<file path="config.mk">
export PLATFORM = sky130hd
export DESIGN_NAME = if_id_reg
export DESIGN_NICKNAME = d
export VERILOG_FILES = /design/src/rtl/if_id_reg_pkg.sv /design/src/rtl/if_id_reg_bj_detect.sv /design/src/rtl/if_id_reg.sv
export SDC_FILE = /design/constraint.sdc
export NUM_CORES = 1
export LEC_CHECK = 0
export CORE_MARGIN = 2
export CORE_UTILIZATION = 45
export CTS_CLUSTER_DIAMETER = 80
export CTS_CLUSTER_SIZE = 25
export DETAILED_ROUTE_END_ITERATION = 8
export PLACE_DENSITY = 0.86
export SLEW_MARGIN = 25
export SYNTH_ARGS = -nofsm -noshare
export SYNTH_HDL_FRONTEND = slang
export SYNTH_SLANG_ARGS = --single-unit
</file>
<file path="constraint.sdc">
create_clock -name clk -period 4.9 [get_ports clk]
set_input_delay 1.47 -clock clk [delete_from_list [all_inputs] [get_ports clk]]
set_output_delay 1.47 -clock clk [all_outputs]
set_load 0.03 [all_outputs]
</file>
<file path="src/rtl/if_id_reg_pkg.sv">
// Shared constants and the decode-stage register bundle
// for the IF/ID pipeline register.
package if_id_reg_pkg;

    localparam logic [5:0] OP_SPECIAL = 6'h00;
    localparam logic [5:0] OP_REGIMM  = 6'h01;
    localparam logic [5:0] OP_J       = 6'h02;
    localparam logic [5:0] OP_JAL     = 6'h03;
    localparam logic [5:0] OP_BEQ     = 6'h04;
    localparam logic [5:0] OP_BNE     = 6'h05;
    localparam logic [5:0] OP_BLEZ    = 6'h06;
    localparam logic [5:0] OP_BGTZ    = 6'h07;
    localparam logic [5:0] FN_JR      = 6'h08;
    localparam logic [5:0] FN_JALR    = 6'h09;

    localparam logic [4:0]  EXC_NONE = 5'd0;
    localparam logic [4:0]  EXC_ADEL = 5'd4;
    localparam logic [31:0] NOP      = 32'd0;

    typedef struct packed {
        logic [31:0] instr;
        logic [31:0] pc;
        logic [31:0] pc4;
        logic        bd;
        logic [4:0]  exc;
        logic        valid;
    } if_id_t;

endpackage

</file>
<file path="src/rtl/if_id_reg_bj_detect.sv">
// Flags branch/jump instructions whose successor
// occupies a delay slot.
module if_id_reg_bj_detect
    import if_id_reg_pkg::*;
(
    input  logic [31:0] instr,
    output logic        is_bj
);

    logic [5:0] op;
    logic [5:0] fn;
    logic       unused_mid;

    assign op         = instr[31:26];
    assign fn         = instr[5:0];
    assign unused_mid = ^instr[25:6];

    always_comb begin
        is_bj = 1'b0;
        unique case (op)
            OP_REGIMM, OP_J, OP_JAL,
            OP_BEQ, OP_BNE, OP_BLEZ, OP_BGTZ:
                is_bj = 1'b1;
            OP_SPECIAL:
                is_bj = (fn == FN_JR) || (fn == FN_JALR);
            default:
                is_bj = 1'b0;
        endcase
    end

endmodule

</file>
<file path="src/rtl/if_id_reg.sv">
// Fetch/Decode pipeline register with stall, flush,
// delay-slot tagging, AdEL detection and a stall counter.
module if_id_reg
    import if_id_reg_pkg::*;
#(
    parameter logic [31:0] PC_RESET = 32'h0000_3000,
    parameter logic [31:0] IM_BASE  = 32'h0000_3000,
    parameter logic [31:0] IM_SIZE  = 32'h0000_4000,
    parameter int          CNT_W    = 32
) (
    input  logic             clk,
    input  logic             reset,
    input  logic             STALL_D,
    input  logic             FLUSH_D,
    input  logic [31:0]      INSTR_F,
    input  logic [31:0]      PCadd4F,
    input  logic [31:0]      PC_F,
    output logic [31:0]      INSTR_D,
    output logic [31:0]      PCadd4D,
    output logic [31:0]      PC_D,
    output logic             BD_D,
    output logic [4:0]       EXC_D,
    output logic             VALID_D,
    output logic [CNT_W-1:0] STALL_CNT
);

    localparam logic [CNT_W-1:0] CNT_ONE = {{(CNT_W-1){1'b0}}, 1'b1};
    localparam logic [32:0] LO_EXT = {1'b0, IM_BASE};
    localparam logic [32:0] HI_EXT = {1'b0, IM_BASE} + {1'b0, IM_SIZE};

    if_id_t           st_q;
    if_id_t           st_d;
    logic [CNT_W-1:0] cnt_q;
    logic [CNT_W-1:0] cnt_d;
    logic             d_is_bj;
    logic             bad;
    logic [32:0]      pc_ext;

    if_id_reg_bj_detect u_bj_detect (
        .instr (st_q.instr),
        .is_bj (d_is_bj)
    );

    // 33-bit compare keeps IM_BASE+IM_SIZE from wrapping
    assign pc_ext = {1'b0, PC_F};
    assign bad    = (PC_F[1:0] != 2'b00)
                 || (pc_ext < LO_EXT)
                 || (pc_ext >= HI_EXT);

    always_comb begin
        st_d  = st_q;
        cnt_d = cnt_q;
        if (FLUSH_D) begin
            st_d.instr = NOP;
            st_d.pc    = PC_F;
            st_d.pc4   = PCadd4F;
            st_d.bd    = 1'b0;
            st_d.exc   = EXC_NONE;
            st_d.valid = 1'b0;
        end else if (STALL_D) begin
            cnt_d = (&cnt_q) ? cnt_q : cnt_q + CNT_ONE;
        end else begin
            st_d.instr = bad ? NOP : INSTR_F;
            st_d.pc    = PC_F;
            st_d.pc4   = PCadd4F;
            st_d.bd    = st_q.valid && d_is_bj;
            st_d.exc   = bad ? EXC_ADEL : EXC_NONE;
            st_d.valid = 1'b1;
        end
    end

    always_ff @(posedge clk) begin
        if (!reset) begin
            st_q.instr <= NOP;
            st_q.pc    <= PC_RESET;
            st_q.pc4   <= PC_RESET + 32'd4;
            st_q.bd    <= 1'b0;
            st_q.exc   <= EXC_NONE;
            st_q.valid <= 1'b0;
            cnt_q      <= '0;
        end else begin
            st_q  <= st_d;
            cnt_q <= cnt_d;
        end
    end

    assign INSTR_D   = st_q.instr;
    assign PCadd4D   = st_q.pc4;
    assign PC_D      = st_q.pc;
    assign BD_D      = st_q.bd;
    assign EXC_D     = st_q.exc;
    assign VALID_D   = st_q.valid;
    assign STALL_CNT = cnt_q;

endmodule
</file>
# Yosys cells after proc, flatten, opt, wreduce, memory -nomap -nowiden
# Cells that the tools add are included.
# Widths: inputs -> output; s select.
[word_totals]
mem_count = 0
input_bits = 100
word_cells = 38
register_bits = 135
ram_bits = 0
rom_bits = 0
latchBits = 0
[classes]
shifts = 0
n_addsub = 1
muxes = 5
n_lt_le_gt_ge = 2
reduce_logical = 10
n_mul = 0
bitwise = 3
n_eq_ne = 10
div = 0
[ops]
columns = ["operator", "n"]
rows = [
  ["$mux 71", 2],
  ["$add 32x1->32 const B", 1],
  ["$ge 32x15->1 const B", 1],
  ["$lt 32x14->1 const B", 1],
  ["$mux 32", 1],
  ["$reduce_and 32->1", 1],
  ["$eq 6x3->1 const B", 4],
  ["$eq 6x2->1 const B", 2],
  ["$eq 6x4->1 const B", 2],
  ["$reduce_or 7->1", 1],
  ["$eq 6x1->1 const B", 1],
  ["$logic_not 6->1", 1],
  ["$logic_or 1x1->1", 3],
  ["$mux 3", 1],
  ["$not 1->1", 3],
  ["$reduce_and 3->1", 1],
  ["$ne 2x1->1 const B", 1],
  ["$pmux 1 s2", 1],
  ["$reduce_bool 2->1", 1],
  ["$reduce_or 2->1", 1],
  ["$logic_and 1x1->1", 1],
]

# Longest topological paths before layout
# Gate-level depths: netlist of run 1.
[depth]
word_depth = 6
depth_mapped = 8
depth_no_buf = 6

# Modules after synthesis
# From an unflattened synthesis of run 1, not the netlist that was laid out.
[hier_totals]
cells_unflattened = 610
area_unflattened_um2 = 5159.9
[by_module_without_submodules]
columns = ["mod", "cells_each", "area_per_inst_um2", "n_inst", "seq_area_each_um2"]
rows = [
  ["if_id_reg", 606, 5127.4, 1, 2622.5],
  ["if_id_reg_bj_detect", 4, 32.5, 1, 0.0],
]

# Worst setup path after synthesis of run 1
# OpenSTA, ideal clock, no wires.
[synth_path]
kind = "input port to flip-flop"
startpoint = "input FLUSH_D"
endpoint = "register cnt_q[28], in the netlist STALL_CNT[28]"
setup_time_ns = 0.128
stages = 5
setup_slack_ns = 2.099
arrival_ns = 2.674
required_ns = 4.772
path_cell_list = "nand3b_1 -> or4_4 -> nor4_2 -> xnor2_1 -> nor2_1"
[synth_via]
elab_chain_len = 2
[synth_rtl]
columns = ["element", "line_no", "source"]
rows = [
  ["start, declared", "if_id_reg.sv:14", "input logic FLUSH_D,"],
  ["$not 1->1 (no line)", "n/a", ""],
  ["$reduce_and 3->1 (no line)", "n/a", ""],
  ["end signal, assigned", "if_id_reg.sv:83", "cnt_q <= cnt_d;"],
  ["end, declared", "if_id_reg.sv:33", "logic [CNT_W-1:0] cnt_q;"],
]
# Every way passes these cells.
# A chain may end at the register's enable or synchronous reset.

# Final worst setup path of run 1
[layout_path]
startpoint = "input FLUSH_D"
endpoint = "register cnt_q[30], in the netlist STALL_CNT[30]"
# Same word-level chain as after synthesis.

==> flow_summary_export.csv, run 1 <==
group,metric,value,unit
run_status,status,"complete, no violations",
power,swShare,0.243,
yosys,synthMostInstantiatedCell,"nand2_1",
global_routing,grt-ovfl-total,0,
routing,drtAntennaViolNets,0,
placement,post-dp-hpwl,11000,um
yosys,yosys-top-cells-count,"nand2_1 (149), dfxtp_1 (131), a21oi_1 (79)",
placement,placed_cell_area,7530,um^2
cts,clk_latency,0.42,ns
power,p_leak,0.00294,uW
die,rows,39,
yosys,synth-main-ff-cell,"dfxtp_1",
cts,ctsHtreeMaxLevel,4,
sta,period_minus_slack,3.26,ns
global_routing,grt_max_degree,70,
power,clkPwrFrac,0.456,
routing,drtPass1Iterations,6,
final_layout,fin_nets,932,
sta,fin_skew,0.00505,ns
worst_setup_path,worst-endpoint-arrival,3.61,ns
sta,relSlewSlack,0.483,
yosys,yosys.area.top_type,"dfxtp_1",
die,die_width,111,um
power,seq_power_share,0.423,
final_layout,fin_cells,986,
run,maxCapViolations,0,
yosys,synth_top_area_frac,0.509,
yosys,synth_cell_types,42,
cts,clockBufferDepth,2,
die,ios,235,
yosys,synth_seq_cells,131,
final_layout,syn_to_final_growth,57.0,%
worst_setup_path,critPathMaxFanout,11,
placement,place_inst,955,
yosys,netlist_area,5150,um^2
sta,hold_viol_final,0,
worst_hold_path,hold_depth,2,
power,pwr_density_cell,327,nW/um^2
sta,maxSlewViolCount,0,
global_routing,grt_pass1_wl,25100,um
die,start_util,0.457,
yosys,synth_edf_count,0,
cts,cts_hold_buffers,0,
worst_setup_path,worstPathRequired,5.24,ns
power,peakVddDrop,0.000275,V
yosys,yosys-top-cells-area,"dfxtp_1 (51%), nand2_1 (11%), a21oi_1 (7.7%)",
sta,hold_slack,0.448,ns
routing,vias,5303,
worst_setup_path,r2r_end,"STALL_CNT[30]$_SDFFE_PN0P_",
sta,final.setup.tns,0,ns
worst_setup_path,r2r_setup_slack,2.60,ns
global_routing,grt_pass1_vias,5144,
sta,period_share,0.666,
final_layout,multi_input_area,2340,um^2
placement,gp_congestion,0.803,
cts,tritoncts,"done",
final_layout,num_antenna_cells,0,
cts,cts_sinks,131,
worst_hold_path,hold_end,"PC_D[4]$_SDFFE_PN0P_",
cts,clk_pin_slew,0.06,ns
yosys,async_reset_ff_frac,0,
routing,routedWlPerCell,15.9,um
routing,drt_iter0_markers,340,
cts,ctsRootBufferMaster,"clkbuf_16",
sta,tightest_slew,0.774,ns
sta,setup_viol,0,
global_routing,gr-usage-all-layers,0.252,
worst_setup_path,r2r_start,"STALL_CNT[7]$_SDFFE_PN0P_",
worst_setup_path,reg2regPathDepth,5,
placement,portBuffers,230,
die,die_y,111,um
power,switchingPower,642,uW
power,internal_power,2000,uW
worst_setup_path,endpoint_kind,"register",
cts,cts_setup_buffers,0,
yosys,ys_seq_area_frac,0.509,
power,combPwrFrac,0.121,
sta,max_clock_freq,0.306,GHz
routing,wl,15700,um
final_layout,postLayoutCellArea,8090,um^2
cts,numCtsBuffers,17,
final_layout,drive_above_1_share,0.0581,
final_layout,seqCellArea,2620,um^2
worst_setup_path,critical_path_class,"input pin to register",
cts,post_cts_resized,0,
routing,vias_per_cell,5.38,
yosys,yosys_warnings,0,
sta,rsz0062_at_grt,"no",
worst_setup_path,start_kind,"input pin",
worst_hold_path,holdCritStartpoint,"PC_D[4]$_SDFFE_PN0P_",
die,core,11300,um^2
final_layout,fillCellCount,803,
routing,drc,0,
global_routing,grt_antenna_before_repair,0,
yosys,avgSynthCellArea,8.32,um^2
yosys,synthCells,619,
die,die_area,12300,um^2
worst_hold_path,hold_path_class,"register to register",
[layout by cell type (no fill, tap or decap), types with 4 or more instances in the layout]
cell / instances
dfxtp_1: 131
nand2_1: 149
mux2i_1: 4
nand4_1: 8
nand3_1: 15
clkbuf_16: 17
o21ai_0: 14
nor3_1: 5
or4_1: 7
nor2_1: 42
nor4_1: 14
and3_1: 5
xor2_1: 4
clkinv_2: 6
a21oi_1: 79
and4_1: 5
clkdlybuf4s50_1: 230
nand2b_1: 6
conb_1: 4
o31ai_1: 6
or3_1: 13
buf_4: 7
a22oi_1: 32
[critical path: stages]
cell and delay, ns:
clkdlybuf4s50_1 0.47, nand2b_2 0.24, nor4_1 0.30, o2111ai_1 0.44, or4_1 0.54, a21oi_1 0.14
[power by group through the flow]
stage,combinational (uW),sequential [uW],clock [uW]
after detailed placement,318,1140,0
final,319,1120,1210
after global routing,340,1120,1260
after global placement,313,1140,0
after floorplan,79.1,1210,0
after CTS,320,1120,1220
[sequential cells by signal, summed over array words and instances (netlist names)]
name and count:
EXC_D 1, PCadd4D 32, INSTR_D 32, BD_D 1
STALL_CNT 32, PC_D 32, VALID_D 1
[cell families (layout without fill, tap and decap cells)]
group                      after synthesis  in the layout  synth area share
DFF                                    131            131             0.509
buffers and inverters                   51            272            0.0432
xor gates and xnor gates                 6              6            0.0102
other                                    1              4          0.000728
AOI/OAI and AO/OA                      141            141             0.161
muxes                                    4              4           0.00777
and+or+nand+nor                        284            284             0.265
adders and majority gates                1              1           0.00243
[area by class of cell]
| class | count | area share |
|---|---|---|
| inverters | 3 | 0.00139 |
| flip-flops and latches | 131 | 0.324 |
| clock inverters | 11 | 0.0139 |
| multi-input cells | 440 | 0.289 |
| repair buffers | 238 | 0.294 |
| well taps | 143 | 0.0221 |
| clock buffers | 20 | 0.0552 |
[how the worst max path moves through the flow]
stage / from / to / cells past startpoint
2_1_floorplan: FLUSH_D / STALL_CNT[28]$_SDFFE_PN0P_ / 5
3_3_place_gp: STALL_D / STALL_CNT[9]$_SDFFE_PN0P_ / 6
3_5_place_dp: FLUSH_D / STALL_CNT[30]$_SDFFE_PN0P_ / 6
4_1_cts: FLUSH_D / STALL_CNT[30]$_SDFFE_PN0P_ / 6
5_1_grt: FLUSH_D / STALL_CNT[30]$_SDFFE_PN0P_ / 6
6_report: FLUSH_D / STALL_CNT[30]$_SDFFE_PN0P_ / 6
[metrics by stage]
step | util | power [uW] | setup WS, ns
6_report | 0.718 | 2650 | 1.64
5_1_grt | 0.718 | 2730 | 1.55
4_1_cts | 0.718 | 2660 | 1.66
3_5_place_dp | 0.668 | 1460 | 1.24
3_3_place_gp | 0.668 | 1450 | 1.28
2_1_floorplan | - | 1290 | 2.10
[per-layer routing]
layer  vias up  global-route usage  wire length, um  share of wire
met1      2461               0.284             6150           0.39
met4         0               0.115              407          0.026
met2       229               0.423             7750           0.49
met3        33              0.0957             1410          0.090
met5         -                   0                0              0
li1       2580                   -                -              -
Power figures use the tool's default switching activity.
==> run 2: changes to the inputs <==
--- a/config.mk
+++ b/config.mk
@@ -6,11 +6,11 @@
 export NUM_CORES = 1
 export LEC_CHECK = 0
 export CORE_MARGIN = 2
-export CORE_UTILIZATION = 45
+export CORE_UTILIZATION = 42
 export CTS_CLUSTER_DIAMETER = 80
 export CTS_CLUSTER_SIZE = 25
 export DETAILED_ROUTE_END_ITERATION = 8
-export PLACE_DENSITY = 0.86
+export PLACE_DENSITY = 0.81
 export SLEW_MARGIN = 25
 export SYNTH_ARGS = -nofsm -noshare
 export SYNTH_HDL_FRONTEND = slang
==> constraint.sdc (replaced) <==
create_clock -name clk -period 3.3 [get_ports clk]
set_input_delay 0.99 -clock clk [delete_from_list [all_inputs] [get_ports clk]]
set_output_delay 0.99 -clock clk [all_outputs]
set_load 0.03 [all_outputs]
==> run 2 against run 1 <==
Compared with the run above: clock skew hardly changed; routed wire length grew 1.6%; critical path depth is 2 higher; utilization fell by 3.4 points; die area increased by 6.9%; non-clock buffer count rose by 5; sequential cell count stayed put; worst setup slack lost 1.0 ns; largest cell class unchanged; largest power group unchanged; highest routed layer unchanged.
==> flow_summary_export.csv, run 2 (synthesized netlist as in run 1, its figures left out) <==
group,metric,value,unit
run_status,status,"complete, no violations",
cts,clockBufferDepth,2,
cts,clk_pin_slew,0.06,ns
global_routing,grt_pass1_wl,25200,um
final_layout,seqCellArea,2620,um^2
final_layout,mostFrequentLayoutCells,"clkdlybuf4s50_1 (230), nand2_1 (149), dfxtp_1 (131), a21oi_1 (79), nor2_1 (42)",
global_routing,grt_max_degree,73,
global_routing,grt_antenna_before_repair,0,
placement,placed_cell_area,7570,um^2
final_layout,fillCellCount,935,
worst_hold_path,holdCritStartpoint,"PCadd4D[14]$_SDFFE_PN0P_",
power,switchingPower,976,uW
power,swShare,0.236,
routing,routedWlPerCell,16.0,um
die,die_area,13200,um^2
cts,cts_hold_buffers,0,
cts,cts_sinks,131,
worst_setup_path,crit_start,"STALL_D",
final_layout,multi_input_area,2340,um^2
cts,post_cts_resized,0,
cts,numCtsBuffers,17,
global_routing,gr-usage-all-layers,0.239,
power,clkPwrFrac,0.483,
die,rows,40,
final_layout,postLayoutCellArea,8210,um^2
sta,maxSlewViolCount,0,
worst_setup_path,r2r_end,"STALL_CNT[18]$_SDFFE_PN0P_",
routing,drtPass1Iterations,5,
global_routing,grt-ovfl-total,0,
routing,drt_iter0_markers,246,
sta,final.setup.tns,0,ns
sta,period_share,0.819,
worst_setup_path,worstPathRequired,3.60,ns
sta,rsz0062_at_grt,"no",
sta,setup_viol,0,
worst_setup_path,reg2regPathDepth,6,
power,pwr_density_cell,504,nW/um^2
cts,clk_latency,0.41,ns
final_layout,num_antenna_cells,0,
power,seq_power_share,0.402,
final_layout,syn_to_final_growth,59.4,%
final_layout,fin_cells,996,
cts,cts_setup_buffers,0,
worst_setup_path,r2r_start,"STALL_CNT[3]$_SDFFE_PN0P_",
die,die_width,115,um
run,maxCapViolations,0,
sta,hold_slack,0.452,ns
cts,tritoncts,"done",
routing,drtAntennaViolNets,0,
worst_setup_path,endpoint_kind,"register",
routing,drc,0,
power,combPwrFrac,0.115,
worst_hold_path,hold_depth,2,
worst_setup_path,start_kind,"input pin",
worst_setup_path,critPathMaxFanout,23,
worst_setup_path,r2r_setup_slack,1.18,ns
placement,gp_congestion,0.825,
worst_setup_path,worst-endpoint-arrival,3.00,ns
sta,tightest_slew,0.694,ns
routing,vias_per_cell,5.33,
final_layout,fin_nets,937,
cts,ctsHtreeMaxLevel,4,
final_layout,drive_above_1_share,0.0660,
worst_setup_path,critical_path_class,"input pin to register",
final_layout,final_common_cell,"clkdlybuf4s50_1",
sta,max_clock_freq,0.370,GHz
power,p_leak,0.00299,uW
global_routing,grt_pass1_vias,5236,
worst_hold_path,hold_end,"PCadd4D[14]$_SDFFE_PN0P_",
routing,vias,5310,
placement,place_inst,964,
cts,ctsRootBufferMaster,"clkbuf_16",
routing,wl,16000,um
worst_hold_path,hold_path_class,"register to register",
die,core,12000,um^2
power,internal_power,3160,uW
sta,fin_skew,0.00495,ns
power,peakVddDrop,0.000385,V
sta,hold_viol_final,0,
die,start_util,0.429,
die,die_y,115,um
die,ios,235,
placement,portBuffers,230,
sta,period_minus_slack,2.70,ns
placement,post-dp-hpwl,11300,um
power,totalPowerFinal,4140,uW
sta,relSlewSlack,0.537,
run 2: cell count changes in the layout (fill, tap and decap cells not counted), sizes merged:
cell and change:
buf +5, clkinv -3, bufinv +2, clkinvlp +2
run 2: power by group through the flow:
stage	Combinational, uW	Sequential, uW	Clock, uW
after floorplan	117	1790	0
after global placement	471	1690	0
after detailed placement	476	1700	0
after CTS	480	1660	2020
after global routing	508	1670	2100
final	477	1660	2000
run 2: worst max-delay path, stage by stage:
cell             delay, ns
clkdlybuf4s50_1       0.55
buf_4                 0.29
nand3b_1              0.15
buf_4                 0.19
nor4_1                0.42
o211ai_1              0.19
xor2_1                0.17
nor2_1                0.05
run 2: worst max-delay path by stage:
stage | endpoint | slack, ns | cells after the start
after CTS | STALL_CNT[10]$_SDFFE_PN0P_ | 0.60 | 8
final | STALL_CNT[14]$_SDFFE_PN0P_ | 0.60 | 8
after global routing | STALL_CNT[14]$_SDFFE_PN0P_ | 0.34 | 8
after global placement | STALL_CNT[10]$_SDFFE_PN0P_ | 0.16 | 8
after detailed placement | STALL_CNT[14]$_SDFFE_PN0P_ | 0.18 | 8
after floorplan | STALL_CNT[28]$_SDFFE_PN0P_ | 0.98 | 5
run 2: stage by stage:
stage                     utilization  worst slack (ns)
after floorplan                     -             0.979
after global placement          0.630             0.164
after detailed placement        0.630             0.180
after CTS                       0.683             0.603
after global routing            0.683             0.337
final                           0.683             0.598
run 2: layout make-up:
class                   count  share of cell area
clock buffers              20              0.0556
clock inverters            12              0.0220
inverters                   3             0.00137
multi-input cells         440               0.285
flip-flops and latches    131               0.320
well taps                 147              0.0224
repair buffers            243               0.294
run 2: per-layer routing:
metal,part of all wire,GRT usage
met4,0.023,0.101
met5,0,0
met3,0.084,0.0875
met1,0.39,0.277
met2,0.50,0.402
